### config.mk
export PLATFORM = sky130hd
export DESIGN_NAME = input_repeat_ctrl
export DESIGN_NICKNAME = d
export VERILOG_FILES = /design/src/rtl/input_pkg.sv /design/src/rtl/input_channel.sv /design/src/rtl/input_repeat_ctrl.sv
export SDC_FILE = /design/constraint.sdc
export NUM_CORES = 1
export LEC_CHECK = 0
export CAP_MARGIN = 20
export CORE_ASPECT_RATIO = 0.8
export CORE_UTILIZATION = 42
export CTS_BUF_LIST = sky130_fd_sc_hd__clkbuf_16
export CTS_CLUSTER_SIZE = 28
export DETAILED_ROUTE_END_ITERATION = 10
export DONT_BUFFER_PORTS = 1
export PLACE_DENSITY_LB_ADDON = 0.05
export SYNTH_ARGS = -nofsm -noshare
export SYNTH_HDL_FRONTEND = slang
export SYNTH_HIERARCHICAL = 1
export SYNTH_SLANG_ARGS = --single-unit
### constraint.sdc
create_clock -name CLOCK_50 -period 4.5 [get_ports CLOCK_50]
set_clock_uncertainty 0.15 [all_clocks]
set_input_delay 0.9 -clock CLOCK_50 [delete_from_list [all_inputs] [get_ports CLOCK_50]]
set_output_delay 0.9 -clock CLOCK_50 [all_outputs]
set_load 0.02 [all_outputs]
### src/rtl/input_pkg.sv
// Shared types and constants for the button input chain: repeat FSM states,
// channel indices and default timing values.
package input_pkg;

   typedef enum logic [1:0] {
      IDLE   = 2'd0,
      DELAY  = 2'd1,
      REPEAT = 2'd2
   } rpt_state_e;

   localparam int CH_ROT   = 0;
   localparam int CH_LEFT  = 1;
   localparam int CH_RIGHT = 2;

   localparam int DEBOUNCE_5MS_50MHZ = 250000;
   localparam int DAS_DEFAULT        = 17;
   localparam int ARR_DEFAULT        = 5;

   function automatic int max2(input int a, input int b);
      return (a > b) ? a : b;
   endfunction

endpackage

### src/rtl/input_channel.sv
// One button slice: 2-FF sync, debouncer, rise detect, DAS/ARR repeat FSM,
// pending latch and tick-gated registered action pulse.
module input_channel
   import input_pkg::*;
#(
   parameter int DEBOUNCE_CYCLES = DEBOUNCE_5MS_50MHZ,
   parameter int DAS_TICKS       = DAS_DEFAULT,
   parameter int ARR_TICKS       = ARR_DEFAULT,
   parameter bit REPEAT_EN       = 1'b1
) (
   input  logic clk,
   input  logic rst,
   input  logic tick,
   input  logic btn_in,
   output logic act_out,
   output logic held
);

   localparam int DB_W = $clog2(DEBOUNCE_CYCLES);
   localparam int TK_W = $clog2(max2(DAS_TICKS, ARR_TICKS) + 1);
   localparam logic [DB_W-1:0] DB_LAST = DB_W'(DEBOUNCE_CYCLES - 1);
   localparam logic [TK_W-1:0] DAS_L   = TK_W'(DAS_TICKS);
   localparam logic [TK_W-1:0] ARR_L   = TK_W'(ARR_TICKS);

   logic            sync1_q, sync1_d, sync2_q, sync2_d;
   logic [DB_W-1:0] db_cnt_q, db_cnt_d;
   logic            held_q, held_d, held_prev_q, held_prev_d;
   rpt_state_e      state_q, state_d;
   logic [TK_W-1:0] tk_cnt_q, tk_cnt_d, tk_next;
   logic            pending_q, pending_d, act_q, act_d;
   logic            rise, rpt_set;

   always_comb begin
      sync1_d     = btn_in;
      sync2_d     = sync1_q;
      db_cnt_d    = '0;
      held_d      = held_q;
      held_prev_d = held_q;
      state_d     = state_q;
      tk_cnt_d    = tk_cnt_q;
      tk_next     = tk_cnt_q + TK_W'(1);
      rpt_set     = 1'b0;
      rise        = held_q & ~held_prev_q;

      if (sync2_q != held_q) begin
         if (db_cnt_q == DB_LAST) held_d = sync2_q;
         else                     db_cnt_d = db_cnt_q + DB_W'(1);
      end

      // Release wins over any tick arriving in the same cycle.
      if (!held_q) begin
         state_d  = IDLE;
         tk_cnt_d = '0;
      end else begin
         case (state_q)
            IDLE: if (rise && REPEAT_EN) begin
               state_d  = DELAY;
               tk_cnt_d = '0;
            end
            DELAY: if (tick) begin
               if (tk_next == DAS_L) begin
                  rpt_set  = 1'b1;
                  state_d  = REPEAT;
                  tk_cnt_d = '0;
               end else tk_cnt_d = tk_next;
            end
            REPEAT: if (tick) begin
               if (tk_next == ARR_L) begin
                  rpt_set  = 1'b1;
                  tk_cnt_d = '0;
               end else tk_cnt_d = tk_next;
            end
            default: begin
               state_d  = IDLE;
               tk_cnt_d = '0;
            end
         endcase
      end

      // A press edge is consumed by a coincident tick; repeat requests wait for the next one.
      act_d     = tick & (pending_q | rise);
      pending_d = ((pending_q | rise) & ~tick) | rpt_set;
   end

   always_ff @(posedge clk) begin
      if (rst) begin
         sync1_q     <= 1'b0;
         sync2_q     <= 1'b0;
         db_cnt_q    <= '0;
         held_q      <= 1'b0;
         held_prev_q <= 1'b0;
         state_q     <= IDLE;
         tk_cnt_q    <= '0;
         pending_q   <= 1'b0;
         act_q       <= 1'b0;
      end else begin
         sync1_q     <= sync1_d;
         sync2_q     <= sync2_d;
         db_cnt_q    <= db_cnt_d;
         held_q      <= held_d;
         held_prev_q <= held_prev_d;
         state_q     <= state_d;
         tk_cnt_q    <= tk_cnt_d;
         pending_q   <= pending_d;
         act_q       <= act_d;
      end
   end

   assign act_out = act_q;
   assign held    = held_q;

endmodule

### src/rtl/input_repeat_ctrl.sv
// N-channel button front end: polarity fix, then one input_channel per key
// producing frame-gated action pulses with optional auto-repeat.
module input_repeat_ctrl
   import input_pkg::*;
#(
   parameter int              N_CH            = 3,
   parameter bit              ACTIVE_LOW      = 1'b1,
   parameter int              DEBOUNCE_CYCLES = DEBOUNCE_5MS_50MHZ,
   parameter int              DAS_TICKS       = DAS_DEFAULT,
   parameter int              ARR_TICKS       = ARR_DEFAULT,
   parameter logic [N_CH-1:0] REPEAT_MASK     = 3'b110
) (
   input  logic            CLOCK_50,
   input  logic            resetn,
   input  logic            tick_input,
   input  logic [N_CH-1:0] btn_raw,
   output logic [N_CH-1:0] act_out,
   output logic [N_CH-1:0] held
);

   if (DAS_TICKS < 1 || ARR_TICKS < 1 || DEBOUNCE_CYCLES < 2) begin : g_param_err
      $error("input_repeat_ctrl: need DAS_TICKS>=1, ARR_TICKS>=1, DEBOUNCE_CYCLES>=2");
   end

   logic [N_CH-1:0] btn_fix;
   assign btn_fix = btn_raw ^ {N_CH{ACTIVE_LOW}};

   for (genvar i = 0; i < N_CH; i++) begin : g_ch
      input_channel #(
         .DEBOUNCE_CYCLES (DEBOUNCE_CYCLES),
         .DAS_TICKS       (DAS_TICKS),
         .ARR_TICKS       (ARR_TICKS),
         .REPEAT_EN       (REPEAT_MASK[i])
      ) u_ch (
         .clk     (CLOCK_50),
         .rst     (resetn),
         .tick    (tick_input),
         .btn_in  (btn_fix[i]),
         .act_out (act_out[i]),
         .held    (held[i])
      );
   end

endmodule

# --- Word-level counts from Yosys, hierarchy flattened ---
# Cells that the tools add are included.
word_totals:
  input_bits: 6
  word_cells: 157
  regBits: 93
  out_inout_bits: 6
op_classes:
  add_sub_neg: 6
  muxes: 46
  n_reduce_logical: 19
  bitwise: 30
  n_eq_ne: 29
op_table:
  columns: ["operator", "count"]
  rows:
  - ["two-way mux 5 bit", 14]
  - ["adder 18 x 1 -> 18 bit, second input constant", 3]
  - ["equality test 18 bit, second input constant", 3]
  - ["case mux 5 bit (3 select lines)", 3]
  - ["two-way mux 2 bit", 8]
  - ["adder 5 x 1 -> 5 bit, second input constant", 3]
  - ["equality test 5 x 3 -> 1 bit, second input constant", 3]
  - ["equality test 5 bit, second input constant", 3]
  - ["two-way mux 1 bit", 15]
  - ["inverter 1 bit", 14]
  - ["!= test 2 bit, second input constant", 6]
  - ["case mux 2 bit (3 select lines)", 2]
  - ["AND reduction 3 bit", 4]
  - ["!= test 2 x 1 -> 1 bit, second input constant", 5]
  - ["AND 1 bit", 9]
  - ["OR reduction 3 bit", 3]
  - ["AND reduction 4 bit", 2]
  - ["OR reduction 2 bit", 4]
  - ["equality test 2 x 1 -> 1 bit, second input constant", 3]
  - ["equality test 2 bit, second input constant", 3]
  - ["zero test 2 bit", 3]
  - ["bitwise OR 1 bit", 6]
  - ["case mux 1 bit (2 select lines)", 3]
  - ["AND reduction 2 bit", 3]
  - ["other kinds (3)", 5]

# --- Logic depth before layout (Yosys ltp) ---
# Gate-level depths: netlist (run 1).
logic_depth:
  depth_word: 7
  ltp_mapped: 8
  ltp_nobuf: 7

# --- By module ---
# Netlist (run 1), hierarchy kept.
by_module_without_submodules:
  columns: ["module", "area_per_inst_um2", "cells_per_inst", "seq_area_each_um2", "instances"]
  rows:
  - ["input_channel at g_ch[1].u_ch", 1631.6, 188, 620.6, 1]
  - ["input_channel at g_ch[2].u_ch", 1529.0, 172, 620.6, 1]
  - ["input_channel at g_ch[0].u_ch", 994.7, 111, 480.5, 1]
  - ["input_repeat_ctrl", 11.3, 3, 0.0, 1]

# --- Worst setup path before layout (run 1) ---
# Ideal clock, no wire load.
synth_timing:
  path_kind: "input -> register"
  from: "input tick_input"
  to: "register g_ch[1].u_ch.tk_cnt_q[2]"
  arrival_ns: 1.806
  path_slack_ns: 2.474
  n_path_buf: 1
  setup_ns: 0.070
  stages: 5
  t_required_ns: 4.280
  path_cell_list: "clkbuf_2 o2bb2ai_4 mux2i_1 a2111oi_0 a21boi_1"
synth_between:
  elab_chain_cells: 2
  word_cells_on_any_way: 3
  cone_classes: "2 x eq/ne; 1 x reduce/logical"
synth_lines:
  columns: ["item", "line", "source"]
  rows:
  - ["start, declared", "input_repeat_ctrl.sv:15", "input logic tick_input,"]
  - ["!= test 2 bit (no line)", null, null]
  - ["AND reduction 3 bit (no line) *", null, null]
  - ["end signal, assigned", "input_channel.sv:103", "tk_cnt_q <= tk_cnt_d;"]
  - ["end, declared", "input_channel.sv:29", "logic [TK_W-1:0] tk_cnt_q, tk_cnt_d, tk_next;"]
# Every way passes the cells marked *; elsewhere a longest branch is shown, timed or not.
# A chain may end at the register's enable or synchronous reset.

# --- Worst setup path after layout (run 1) ---
layout_timing:
  from: "register g_ch[0].u_ch.db_cnt_q[0]"
  to: "register g_ch[0].u_ch.db_cnt_q[16]"
layout_between:
  elab_chain_cells: 2
  word_cells_on_any_way: 3
  cone_classes: "1 x add/sub; 1 x eq/ne; 1 x reduce/logical"
layout_lines:
  columns: ["item", "line", "source"]
  rows:
  - ["start, declared", "input_channel.sv:26", "logic [DB_W-1:0] db_cnt_q, db_cnt_d;"]
  - ["start signal, assigned", "input_channel.sv:99", "db_cnt_q <= db_cnt_d;"]
  - ["parallel branches: the longest is 2 deep, another holds adder 18 x 1 -> 18 bit", null, null]
# Several ways; the timed one is not identified.

==> results of run 1 <==
==> sequential cells by signal, indices dropped and copies added (netlist names) <==
signal                 count
g_ch.u_ch/state_q          4
g_ch.u_ch/held_prev_q      3
g_ch.u_ch/act_out          3
g_ch.u_ch/sync1_q          3
g_ch.u_ch/sync2_q          3
g_ch.u_ch/pending_q        3
g_ch.u_ch/tk_cnt_q        10
g_ch.u_ch/held             3
g_ch.u_ch/db_cnt_q        54
==> synth_stat cells (2+ instances only) <==
| master | n | area, sq um |
|---|---|---|
| a21oi_1 | 19 | 95.1 |
| or4b_1 | 2 | 20.0 |
| nand3b_1 | 7 | 52.6 |
| xnor2_1 | 24 | 210 |
| nand2_1 | 25 | 93.8 |
| o32ai_1 | 3 | 26.3 |
| a31o_2 | 2 | 17.5 |
| o21ai_0 | 8 | 40.0 |
| ha_1 | 13 | 163 |
| nor3_1 | 18 | 90.1 |
| a21o_1 | 3 | 22.5 |
| and3_1 | 6 | 37.5 |
| clkbuf_1 | 2 | 7.51 |
| inv_1 | 30 | 113 |
| xor2_1 | 25 | 219 |
| a31oi_1 | 4 | 25.0 |
| or2_1 | 2 | 12.5 |
| mux2i_1 | 3 | 30.0 |
| buf_6 | 2 | 22.5 |
| nand3_1 | 27 | 135 |
| nor3b_1 | 4 | 30.0 |
| nand4_1 | 12 | 75.1 |
| dfxtp_1 | 86 | 1720 |
| nor4b_1 | 2 | 17.5 |
| buf_4 | 3 | 22.5 |
| and4_2 | 2 | 20.0 |
| nor2_1 | 70 | 263 |
| nand2b_1 | 9 | 56.3 |
| and4_1 | 6 | 52.6 |
| a21bo_2 | 2 | 20.0 |
| nor4_1 | 10 | 62.6 |
| nor2b_1 | 12 | 75.1 |
| or4_1 | 2 | 15.0 |
==> stage by stage <==
stage / power (mW) / hold WS (ps) / area, sq um
6_report: 1.41 / 288 / 4500
3_5_place_dp: 0.794 / 280 / 4260
5_1_grt: 1.47 / 303 / 4500
3_3_place_gp: 0.793 / 268 / 4260
2_1_floorplan: 0.795 / 264 / 4170
4_1_cts: 1.44 / 296 / 4500
==> critical path, cell delays in order (launching register included) <==
cell and delay [ps]:
dfxtp_1 380, ha_1 200, nand3_1 270, or3_4 470, o21ai_2 590, nor3_1 130
==> power by group <==
part,switching (mW),total [mW],internal (mW)
Combinational,0.00580,0.00990,0.00409
Clock,0.275,0.633,0.358
Sequential,0.00174,0.766,0.765
==> worst paths after layout <==
kind                                 start                        end  slack (ps)  cells after the start
setup / recovery  g_ch[0].u_ch/db_cnt_q[0]  g_ch[0].u_ch/db_cnt_q[16]        2160                      5
hold / removal        g_ch[2].u_ch/sync1_q       g_ch[2].u_ch/sync2_q         290                      1
setup reg to reg  g_ch[0].u_ch/db_cnt_q[0]  g_ch[0].u_ch/db_cnt_q[16]        2160                      5
hold reg to reg       g_ch[2].u_ch/sync1_q       g_ch[2].u_ch/sync2_q         290                      1
==> layer usage <==
metal | vias up | share of wire, % | track usage [%]
li1 | 1661 | - | -
met1 | 1441 | 54 | 23.4
met2 | 31 | 42 | 24.1
met3 | 5 | 3.2 | 4.94
met4 | 0 | 0.84 | 5.48
met5 | - | 0 | 0
==> cells by family (layout without fill, tap and decap cells) <==
| group | after synthesis | count (layout) |
|---|---|---|
| xor+xnor | 49 | 49 |
| fa+ha+maj | 13 | 13 |
| simple gates | 225 | 225 |
| mux | 3 | 3 |
| compound gates | 59 | 59 |
| buf+inv | 39 | 43 |
| flops | 86 | 86 |
==> area by class of cell <==
cell class / instances / share of cell area [%]
clock buffer: 9 / 5.00
clock inverter: 4 / 0.389
inverter: 30 / 2.50
multi-input combinational: 349 / 50.1
sequential: 86 / 38.2
tap: 136 / 3.78
==> cell usage in the layout, fill, tap and decap left out, drive strengths merged, types with 3 or more instances in the layout <==
cell    synthesis  final
nor4           11     11
ha             13     13
nor2           71     71
nand3          27     27
a21o            4      4
xnor2          24     24
a21oi          19     19
nand4          12     12
nand2          25     25
nand3b          7      7
and4            8      8
nor3b           4      4
o32ai           4      4
and3            7      7
inv            30     30
mux2i           3      3
nand2b          9      9
nor2b          12     12
dfxtp          86     86
clkinv          0      4
nor3           18     18
o21ai           9      9
clkbuf          3      9
a31oi           4      4
xor2           25     25
==> results.json, run 1 <==
{
  "multi_input_area_sq_um": 2250,
  "grt_pass1_wl_um": 13600,
  "synthSimpleGateAreaFrac_pct": 28.5,
  "synth_seq_area_share_pct": 41.3,
  "synth-main-ff-cell": "dfxtp_1",
  "start_util_pct": 43.2,
  "synth_edf_count": 0,
  "port_buffers": 0,
  "syn_inst": 474,
  "cts-buffers-inserted": 9,
  "hold_violations": 0,
  "synth_xor_area_share_pct": 10.3,
  "drv_cap": 0,
  "synthMuxAreaShare_pct": 0.721,
  "tns_ps": 0,
  "avgViaCountPerCell": 5.11,
  "cts_root_buf": "clkbuf_16",
  "max_clock_freq_mhz": 427,
  "synth_warnings": 6,
  "die_area_sq_um": 10300,
  "firstDrtPassIters": 4,
  "crit_type": "flop to flop",
  "outcome": "complete, no violations",
  "drtIter0Drc": 182,
  "worstSkewPairLatency_ps": 330,
  "core-area_sq_um": 9650,
  "die_y_um": 91.1,
  "startpoint_type": "flop",
  "arrival_ps": 2380,
  "cts_sinks": 86,
  "min_path_type": "flop to flop",
  "cts_tree": "yes",
  "synth_nets": 493,
  "fp.dieW_um": 113,
  "row_count": 32,
  "grt_start_max_net_pins": 23,
  "crit_path_max_fanout": 18,
  "antennaDiodeCount": 0,
  "worstMarginPinSlew_ps": 746,
  "maxSlewViolCount": 0,
  "drc": 0,
  "critPathRequiredTime_ps": 4540,
  "drt-wirelength-per-cell_um": 12.6,
  "synth_top_family_by_area": "simple AND/OR/NAND/NOR gates",
  "final_core_util_pct": 46.7,
  "grt_overflow": 0,
  "cts_setup_buffers": 0,
  "ant_nets": 0,
  "clkSlewWorstSetupHoldPaths_ps": 60,
  "post-route-period-util_pct": 52.0,
  "drive_gt1_share_pct": 6.07,
  "synth_area_sq_um": 4170,
  "postCtsResizedCells": 0,
  "layout.nets": 495,
  "yosysUniqueCellTypes": 62,
  "rsz0062_at_grt": "false",
  "powerDensity_nw_per_um2": 313,
  "ys_ff_latch": 86,
  "end_kind": "flop",
  "layout.cells.non_filler": 614,
  "clk_path_buf_depth": 2,
  "synth-compound-area-share_pct": 10.7,
  "fin_ws_ps": 2160,
  "dp_slack_ps": 2120,
  "slew_headroom_pct": 50.2,
  "vdd_drop_max_uv": 199,
  "grt_usage_pct": 16.6,
  "antenna_found_initial": 0,
  "gp_congestion": 0.824,
  "dp_hpwl_um": 5400,
  "cts-hold-fix-buffers": 0,
  "area_delta_synth_final_pct": 8.05,
  "fillers": 956,
  "final-setup-viol-count": 0,
  "ios": 12,
  "fin_crit_ps": 2340,
  "drt-total-wl_um": 7720,
  "first_global_vias": 2941,
  "seq_area_sq_um": 1720,
  "via_count": 3138,
  "synth.avg_cell_area_sq_um": 8.79,
  "htreeDepth": 3,
  "dp_cells": 601,
  "synthArstFlopShare_pct": 0,
  "leakagePower_nw": 1.45,
  "post_synth_fa_ha_maj_area_fraction_pct": 3.90
}
No activity file was read; power rests on OpenSTA's default activity.
==> inputs of run 2 (changes only) <==
clock period = 2.02 ns   (was 4.5 ns; I/O delays follow)
==> results.json, run 2 (synthesis gave the netlist of run 1 again) <==
{
  "critPathRequiredTime_ps": 2130,
  "final_cell_area_sq_um": 4830,
  "critPathTopFamily": "compound AO/OA/AOI/OAI gates",
  "power_frac_seq_pct": 47.3,
  "outcome": "complete, no violations",
  "cp.buffers_inverters": 1,
  "row_count": 32,
  "ant_nets": 0,
  "drtIter0Drc": 187,
  "first_global_vias": 2942,
  "leakagePower_nw": 1.62,
  "max_clock_freq_mhz": 515,
  "critPathMaxStageDelay_ps": 420,
  "via_count": 3230,
  "final-setup-viol-count": 0,
  "drt-wirelength-per-cell_um": 12.6,
  "postPlaceCellArea_sq_um": 4460,
  "maxSlewViolCount": 0,
  "hold_violations": 0,
  "core-area_sq_um": 9650,
  "sw_frac_of_total_pct": 19.1,
  "fillers": 941,
  "worstPathCellList": "inv_1 > ha_1 > nor2_2 > o2bb2ai_4 > mux2i_1 > a2111oi_1 > a21boi_1",
  "avgViaCountPerCell": 5.03,
  "startpoint_type": "flop",
  "start_util_pct": 43.2,
  "cts-buffers-inserted": 9,
  "top_register": "g_ch.u_ch/db_cnt_q",
  "ios": 12,
  "fp.dieW_um": 113,
  "clk_path_buf_depth": 2,
  "switchingPower_mw": 0.689,
  "cts_tree": "yes",
  "mostFrequentLayoutCells": "84 x dfxtp_1, 70 x nor2_1, 30 x inv_1",
  "arrival_ps": 2050,
  "internal-power_mw": 2.92,
  "drt-total-wl_um": 8110,
  "cts_sinks": 86,
  "antenna_found_initial": 0,
  "htreeDepth": 3,
  "grt_usage_pct": 17.1,
  "post-route-period-util_pct": 96.1,
  "cts_root_buf": "clkbuf_16",
  "crit_path_max_fanout": 4,
  "worstSkewPairLatency_ps": 330,
  "min_path_type": "primary input to flop",
  "crit_type": "flop to flop",
  "pwr-share-comb_pct": 1.0,
  "clkSlewWorstSetupHoldPaths_ps": 60,
  "die_y_um": 91.1,
  "slowest_stage": "a2111oi_1",
  "fin_crit_ps": 1940,
  "vdd_drop_max_uv": 514,
  "drv_cap": 0,
  "tns_ps": 0,
  "gp_congestion": 0.867,
  "grt_overflow": 0,
  "worstMarginPinSlew_ps": 544,
  "largest_reg_flops": 54,
  "firstDrtPassIters": 4,
  "die_area_sq_um": 10300,
  "drc": 0,
  "final_common_cell": "dfxtp_1",
  "area_delta_synth_final_pct": 16.0,
  "reg_top3": "g_ch.u_ch/db_cnt_q (54), g_ch.u_ch/tk_cnt_q (10), g_ch.u_ch/state_q (4)",
  "pwr-share-clk_pct": 51.7,
  "powerDensity_nw_per_um2": 747,
  "port_buffers": 0,
  "final_core_util_pct": 50.1,
  "slew_headroom_pct": 63.6,
  "end_kind": "flop",
  "seq_area_sq_um": 1720,
  "grt_pass1_wl_um": 14100,
  "drive_gt1_share_pct": 11.7,
  "multi_input_area_sq_um": 2270,
  "antennaDiodeCount": 0,
  "layout.nets": 520,
  "grt_start_max_net_pins": 18,
  "whs_ps": 38.7,
  "dp_hpwl_um": 5680
}
## run 2: changes by cell type in the layout (fill, tap and decap cells not counted), sizes merged
cell         change
clkinvlp         +2
buf             +23
bufinv           +3
dlygate4sd3      +2
clkinv           -2
## run 2: power by group through the flow
stage	clock network (mW)	registers [mW]	logic [mW]
after CTS	1.92	1.71	0.0369
after global routing	2.00	1.71	0.0411
final	1.86	1.71	0.0364
after detailed placement	0	1.74	0.0286
after floorplan	0	1.74	0.0267
after global placement	0	1.74	0.0286
## run 2: per-layer routing
metal  wire (um)  track usage (%)  vias to the layer above
met2        3300             23.9                       35
met5           0                0                        -
met4          95             5.59                        0
met1        4430             25.4                     1481
met3         282             3.81                        8
li1            -                -                     1706
## run 2: area by class of cell
cell class                 instances  area share [%]
multi-input combinational        349            47.0
sequential                        86            35.7
clock buffer                       9            4.66
timing repair buffer              25            4.51
tap                              136            3.52
clock inverter                     7            2.33
inverter                          30            2.33
## run 2: worst paths after layout
check / start / to / slack [ps] / cells after the start
max reg2reg: g_ch[1].u_ch/state_q[0] / g_ch[1].u_ch/tk_cnt_q[2] / 80 / 7
min: resetn / g_ch[1].u_ch/pending_q / 40 / 1
min reg2reg: g_ch[0].u_ch/sync1_q / g_ch[0].u_ch/sync2_q / 290 / 1
max: g_ch[1].u_ch/state_q[0] / g_ch[1].u_ch/tk_cnt_q[2] / 80 / 7
## run 2: through the flow
step | power (mW) | std cells | setup WS, ps
floorplan | 1.77 | 474 | 37.0
global placement | 1.77 | 624 | 74.4
detailed placement | 1.77 | 624 | 61.6
CTS | 3.66 | 642 | 51.0
global route | 3.75 | 642 | -28.9
finish | 3.61 | 642 | 78.7
## run 2: timing repair
| action | CTS | global route |
|---|---|---|
| hold buffers | 2 | 0 |
| endpoints found under the hold margin | 13 | 0 |
| setup endpoints to repair | 0 | 6 |
| setup buffers | 0 | 0 |
| resized for setup | 0 | 6 |
